## src/rtl/rsa_pkg.sv

```systemverilog
// Shared constants and types for the RSA decryption engine.
package rsa_pkg;
   localparam int W = 16;
   localparam int RED_CYCLES = 1 + 2*W;
   localparam int IW = $clog2(W);
   localparam int CW = $clog2(2*W);

   typedef logic [W-1:0] word_t;
   typedef logic [2*W-1:0] dword_t;
   typedef logic [IW-1:0] idx_t;
   typedef logic [CW-1:0] cnt_t;

   typedef enum logic [2:0] {
      IDLE,
      PREP,
      SQR,
      MUL,
      DONE
   } state_t;
endpackage

```

## src/rtl/rsa_modmul_seq.sv

```systemverilog
// Sequential a*b mod n: one product-load cycle, then one restoring
// quotient bit per cycle, MSB first. done pulses once r is final.
module rsa_modmul_seq
   import rsa_pkg::*;
(
   input  logic  clk,
   input  logic  rst_n,
   input  logic  start,
   input  word_t a,
   input  word_t b,
   input  word_t n,
   output logic  done,
   output word_t r
);
   dword_t     prod;
   word_t      rem;
   word_t      n_q;
   cnt_t       cnt;
   logic       run;
   logic [W:0] sh;
   word_t      diff;
   logic       ge;

   // rem < n keeps sh < 2n, so the difference always fits in W bits
   always_comb begin
      sh   = {rem, prod[2*W-1]};
      ge   = sh >= {1'b0, n_q};
      diff = sh[W-1:0] - n_q;
   end

   always_ff @(posedge clk or negedge rst_n) begin
      if (!rst_n) begin
         prod <= '0;
         rem  <= '0;
         n_q  <= '0;
         cnt  <= '0;
         run  <= 1'b0;
         done <= 1'b0;
      end else begin
         done <= 1'b0;
         if (start) begin
            prod <= dword_t'(a) * dword_t'(b);
            rem  <= '0;
            n_q  <= n;
            cnt  <= '0;
            run  <= 1'b1;
         end else if (run) begin
            prod <= prod << 1;
            rem  <= ge ? diff : sh[W-1:0];
            cnt  <= cnt + cnt_t'(1);
            if (cnt == cnt_t'(RED_CYCLES - 2)) begin
               run  <= 1'b0;
               done <= 1'b1;
            end
         end
      end
   end

   assign r = rem;
endmodule

```

## src/rtl/rsa_decrypt_engine.sv

```systemverilog
// RSA decryption core: plain = cipher^d mod n, left-to-right
// square-and-multiply over a shared sequential modular multiplier.
module rsa_decrypt_engine
   import rsa_pkg::*;
(
   input  logic  clk,
   input  logic  rst_n,
   input  logic  in_valid,
   output logic  in_ready,
   input  word_t cipher,
   input  word_t priv_d,
   input  word_t mod_n,
   output logic  out_valid,
   input  logic  out_ready,
   output word_t plain,
   output logic  err,
   output logic  busy
);
   state_t state, state_nx;
   word_t  acc, acc_nx;
   word_t  base, base_nx;
   word_t  d_q, d_nx;
   word_t  n_q, n_nx;
   idx_t   idx, idx_nx;
   logic   err_q, err_nx;

   logic   mm_start;
   word_t  mm_a, mm_b, mm_n;
   logic   mm_done;
   word_t  mm_r;

   rsa_modmul_seq u_mm (
      .clk   (clk),
      .rst_n (rst_n),
      .start (mm_start),
      .a     (mm_a),
      .b     (mm_b),
      .n     (mm_n),
      .done  (mm_done),
      .r     (mm_r)
   );

   // Each multiply is kicked on the edge the previous one retires,
   // so operands come from the freshly computed acc_nx.
   always_comb begin
      state_nx = state;
      acc_nx   = acc;
      base_nx  = base;
      d_nx     = d_q;
      n_nx     = n_q;
      idx_nx   = idx;
      err_nx   = err_q;
      mm_start = 1'b0;
      mm_a     = '0;
      mm_b     = '0;
      mm_n     = n_q;
      unique case (state)
         IDLE: begin
            if (in_valid) begin
               d_nx   = priv_d;
               n_nx   = mod_n;
               idx_nx = idx_t'(W - 1);
               if (mod_n < word_t'(2)) begin
                  state_nx = DONE;
                  err_nx   = 1'b1;
                  acc_nx   = '0;
               end else begin
                  state_nx = PREP;
                  err_nx   = 1'b0;
                  acc_nx   = word_t'(1);
                  mm_start = 1'b1;
                  mm_a     = cipher;
                  mm_b     = word_t'(1);
                  mm_n     = mod_n;
               end
            end
         end
         PREP: begin
            if (mm_done) begin
               base_nx  = mm_r;
               state_nx = SQR;
               mm_start = 1'b1;
               mm_a     = acc;
               mm_b     = acc;
            end
         end
         SQR: begin
            if (mm_done) begin
               acc_nx   = mm_r;
               state_nx = MUL;
               mm_start = 1'b1;
               mm_a     = mm_r;
               mm_b     = base;
            end
         end
         MUL: begin
            if (mm_done) begin
               if (d_q[idx]) acc_nx = mm_r;
               if (idx == '0) begin
                  state_nx = DONE;
               end else begin
                  idx_nx   = idx - idx_t'(1);
                  state_nx = SQR;
                  mm_start = 1'b1;
                  mm_a     = acc_nx;
                  mm_b     = acc_nx;
               end
            end
         end
         DONE: begin
            if (out_ready) state_nx = IDLE;
         end
         default: state_nx = IDLE;
      endcase
   end

   always_ff @(posedge clk or negedge rst_n) begin
      if (!rst_n) begin
         state <= IDLE;
         acc   <= '0;
         base  <= '0;
         d_q   <= '0;
         n_q   <= '0;
         idx   <= '0;
         err_q <= 1'b0;
      end else begin
         state <= state_nx;
         acc   <= acc_nx;
         base  <= base_nx;
         d_q   <= d_nx;
         n_q   <= n_nx;
         idx   <= idx_nx;
         err_q <= err_nx;
      end
   end

   assign in_ready  = (state == IDLE);
   assign busy      = (state != IDLE);
   assign out_valid = (state == DONE);
   assign plain     = out_valid ? acc : '0;
   assign err       = out_valid & err_q;
endmodule

```

## config.mk

```make
export PLATFORM = sky130hd
export DESIGN_NAME = rsa_decrypt_engine
export DESIGN_NICKNAME = d
export VERILOG_FILES = /design/src/rtl/rsa_pkg.sv /design/src/rtl/rsa_modmul_seq.sv /design/src/rtl/rsa_decrypt_engine.sv
export SDC_FILE = /design/constraint.sdc
export NUM_CORES = 1
export LEC_CHECK = 0
export CORE_MARGIN = 2
export CORE_UTILIZATION = 33
export CTS_CLUSTER_SIZE = 8
export DETAILED_ROUTE_END_ITERATION = 8
export GPL_TIMING_DRIVEN = 0
export PLACE_DENSITY_LB_ADDON = 0.05
export SLEW_MARGIN = 20
export SYNTH_ARGS = -nofsm -noshare
export SYNTH_HDL_FRONTEND = slang
export SYNTH_SLANG_ARGS = --single-unit
```

## constraint.sdc

```tcl
create_clock -name clk -period 7.1 [get_ports clk]
set_input_delay 1.42 -clock clk [delete_from_list [all_inputs] [get_ports clk]]
set_output_delay 1.42 -clock clk [all_outputs]
set_load 0.01 [all_outputs]
```

==> run_results.csv <==
group,metric,value,unit
sta,setup_violations,21,
logic_synthesis,syn_inst,1885,
run,cap_violations,0,
sta,hold_violations,0,
setup_path,cp-start-kind,"input port",
sta,post-route-period-util,111,%
power,p_leak,0.00978,uW
logic_synthesis,netlist_area,16400,um^2
setup_path,cp-end-kind,"flop",
setup_path,reg2reg_depth,29,
logic_synthesis,synth_top_cells_by_area,"fa_1 24%, dfrtp_1 22%, ha_1 9.4%",
min_path,hold_class,"flop to flop",
logic_synthesis,synth-xor-area-share,1.97,%
clock_network,root_buffer,"clkbuf_16",
setup_path,cp.depth,31,
power,powerDensity,223,nW/um^2
logic_synthesis,synth_compound_area_share,12.9,%
layout,nets,2422,
logic_synthesis,ys_types,69,
setup_path,timing.critical_path.required,7.46,ns
grt,grt_use_total,23.4,%
floorplan,floorplan.initialDensity,33.5,%
floorplan,die_area,51600,um^2
min_path,min_path_cells,2,
placement,globalplace.congestion,0.882,
drt,wl,57400,um
clock_network,clkTransAtPathRegs,0.06,ns
floorplan,die_w,227,um
logic_synthesis,yosys.area_share.simple,16.4,%
grt,grt_max_degree,90,
sta,maxSlewViolCount,0,
drt,drc,0,
setup_path,rrSetupSlack,-0.65,ns
layout,diodes,0,
logic_synthesis,muxShareOfSynthArea,4.85,%
setup_path,critPathMaxFanout,8,
sta,relSlewSlack,41.5,%
layout,multiInputGateArea,12300,um^2
sta,max_freq,127,MHz
clock_network,cts_buffers,17,
clock_network,cts_buffer_depth,2,
setup_path,cp_slowest_stage_delay,0.54,ns
drt,viasPerCell,5.10,
drt,dr.pass1.iters,7,
clock_network,cts_tree,"done",
drt,first_iter_violations,982,
power,peakVddDrop,0.191,mV
logic_synthesis,synth_top_family_by_area,"adder cells",
clock_network,cts_num_sinks,143,
sta,tightest_slew,0.878,ns
layout,final_layout_size_suffix_gt1_share,18.6,%
layout,area.growth.synth_to_final,24.7,%
drt,ant_nets,0,
clock_network,clkLatencyLatePin,0.47,ns
drt,wire_per_inst,21.0,um
sta,finalCriticalPeriod,7.85,ns
logic_synthesis,ys_ff_latch,143,
grt,grt_pass1_wl,88500,um
logic_synthesis,synth_common_cells,"297 x nand2_1, 277 x inv_1, 195 x fa_1, 172 x nor2_1, 143 x dfrtp_1",
placement,numPortBuffers,71,
logic_synthesis,syn_avg_cell_area,8.71,um^2
layout,seq_area,3580,um^2
grt,antenna_found_initial,1,
placement,dp_slack,-2.72,ns
setup_path,crit_slowest_cell,"fa_1",
logic_synthesis,synth-main-ff-cell,"dfrtp_1",
logic_synthesis,synth_largest_area_cell,"fa_1",
drt,dr_total_vias,13931,
logic_synthesis,synth-adder-area-share,33.1,%
run_status,status,"finished with violations",
setup_path,cp.arrival,8.22,ns
sta,fin_worst_skew,0.0124,ns
power,power,4570,uW
sta,rsz0062_at_grt,"yes",
logic_synthesis,seq_area_frac_synth,21.8,%
setup_path,critical_path.top_delay_family,"adder cells",
logic_synthesis,synth_most_common_cell,"nand2_1",
floorplan,core,49100,um^2
placement,dp_hpwl,45600,um
logic_synthesis,synth-edff-count,0,
layout,nFillCells,5022,
floorplan,row_count,81,
grt,grt.overflow.total,0,
floorplan,io_pins,72,
sta,setup_ws,-0.755,ns
run_status,violations,"negative setup slack",
grt,first_global_vias,14497,
setup_path,path_buf_inv,11,
logic_synthesis,synth_nets,2255,
logic_synthesis,yosys_warnings,0,
logic_synthesis,synth_top_area_share,23.8,%
clock_network,cts.htree.levels,4,
floorplan,fp.dieH,227,um
setup_path,crit_top_cell,"fa_1",
logic_synthesis,async_reset_ff_share,100,%
setup_path,crit_type,"input port to flop",
-- per-layer routing --
metal,share of wire [%],GRT usage (%),routed length [um]
met1,47,33.4,27200
met2,44,35.6,25400
met3,5.4,4.28,3080
met4,3.0,8.05,1720
met5,0,0,0
-- worst register-to-register path, delay by kind of cell (launching register included) --
kind | cells | cell delay, ns
adders and majority gates | 7 | 3.38
AOI/OAI and AO/OA | 8 | 1.59
muxes | 2 | 0.82
buffers and inverters | 7 | 0.81
and+or+nand+nor | 5 | 0.71
DFF | 1 | 0.34
-- final cells by class --
cell class | instances | area share, %
clock buffers | 20 | 2.23
well taps | 664 | 4.06
multi-input cells | 1364 | 60.2
inverters | 280 | 5.13
clock inverters | 12 | 0.648
repair buffers | 158 | 7.29
plain buffers | 88 | 2.97
flip-flops and latches | 143 | 17.5
-- report_power, final --
part / total [uW] / switching [uW] / internal (uW)
logic: 2190 / 1270 / 920
clock network: 916 / 381 / 536
registers: 1460 / 312 / 1150
-- registers in the layout (all words and copies together), names as in the netlist --
signal     flops
idx            4
base          16
u_mm.n_q      16
d_q           16
acc           16
state          3
u_mm.cnt       5
n_q           16
u_mm.done      1
u_mm.r        16
u_mm.run       1
u_mm.prod     32
err_q          1
-- cell usage in the layout (no fill, tap or decap), types with 7 or more instances in the layout --
| master | instances |
|---|---|
| fa_2 | 18 |
| a221o_1 | 8 |
| buf_4 | 76 |
| and2_4 | 7 |
| nor3_1 | 13 |
| a221oi_4 | 12 |
| o21ai_0 | 62 |
| clkbuf_16 | 18 |
| nand2_1 | 282 |
| nand4_1 | 11 |
| nand2_2 | 10 |
| xor2_1 | 15 |
| and2_1 | 16 |
| o21ai_2 | 7 |
| a21o_1 | 23 |
| buf_2 | 15 |
| o21bai_1 | 10 |
| fa_1 | 177 |
| buf_12 | 8 |
| nor2_2 | 13 |
| a211oi_1 | 12 |
| inv_2 | 18 |
| inv_1 | 261 |
| ha_4 | 10 |
| mux2_2 | 20 |
| xnor2_1 | 17 |
| ha_1 | 111 |
| a31oi_1 | 8 |
| a21oi_1 | 71 |
| a221o_2 | 7 |
| nand3_1 | 29 |
| clkbuf_1 | 42 |
| nor2_1 | 154 |
| and3_1 | 25 |
| mux2i_1 | 47 |
| a21oi_2 | 10 |
| buf_6 | 29 |
| clkdlybuf4s50_1 | 54 |
| dfrtp_1 | 142 |
-- cells by family (layout without fill, tap and decap cells) --
| group | after synthesis | in the layout |
|---|---|---|
| xor gates and xnor gates | 37 | 37 |
| and+or+nand+nor | 623 | 623 |
| AOI/OAI and AO/OA | 314 | 314 |
| buffers and inverters | 378 | 558 |
| muxes | 72 | 72 |
| DFF | 143 | 143 |
| adders and majority gates | 318 | 318 |
-- path summary, 6_finish.rpt --
kind / start / to
hold / removal: d_q[12] / d_q[12]
min in group asynchronous: rst_n / n_q[3]
setup / recovery: mod_n[14] / u_mm.prod[31]
hold reg to reg: d_q[12] / d_q[12]
setup reg to reg: idx[0] / u_mm.prod[31]
max in group asynchronous: rst_n / idx[1]
-- metrics by stage --
stage	setup TNS [ns]	instances	utilization (%)	hold WS, ns	area [um^2]
2_1_floorplan	-4.72	1885	-	0.440	16800
3_3_place_gp	-279.57	2620	37.5	0.456	18400
3_5_place_dp	-49.88	2625	37.6	0.463	18500
4_1_cts	-9.81	2722	41.2	0.480	20200
5_1_grt	-15.38	2729	41.7	0.500	20500
6_report	-10.69	2729	41.7	0.474	20500
-- repair_timing --
item,CTS,global route
setup buffers,72,11
gates resized for setup,232,54
endpoints found under the setup margin,26,22
hold buffers,0,0
pin swaps,99,24
cloned,1,0
(Power assumes the default switching activity.)
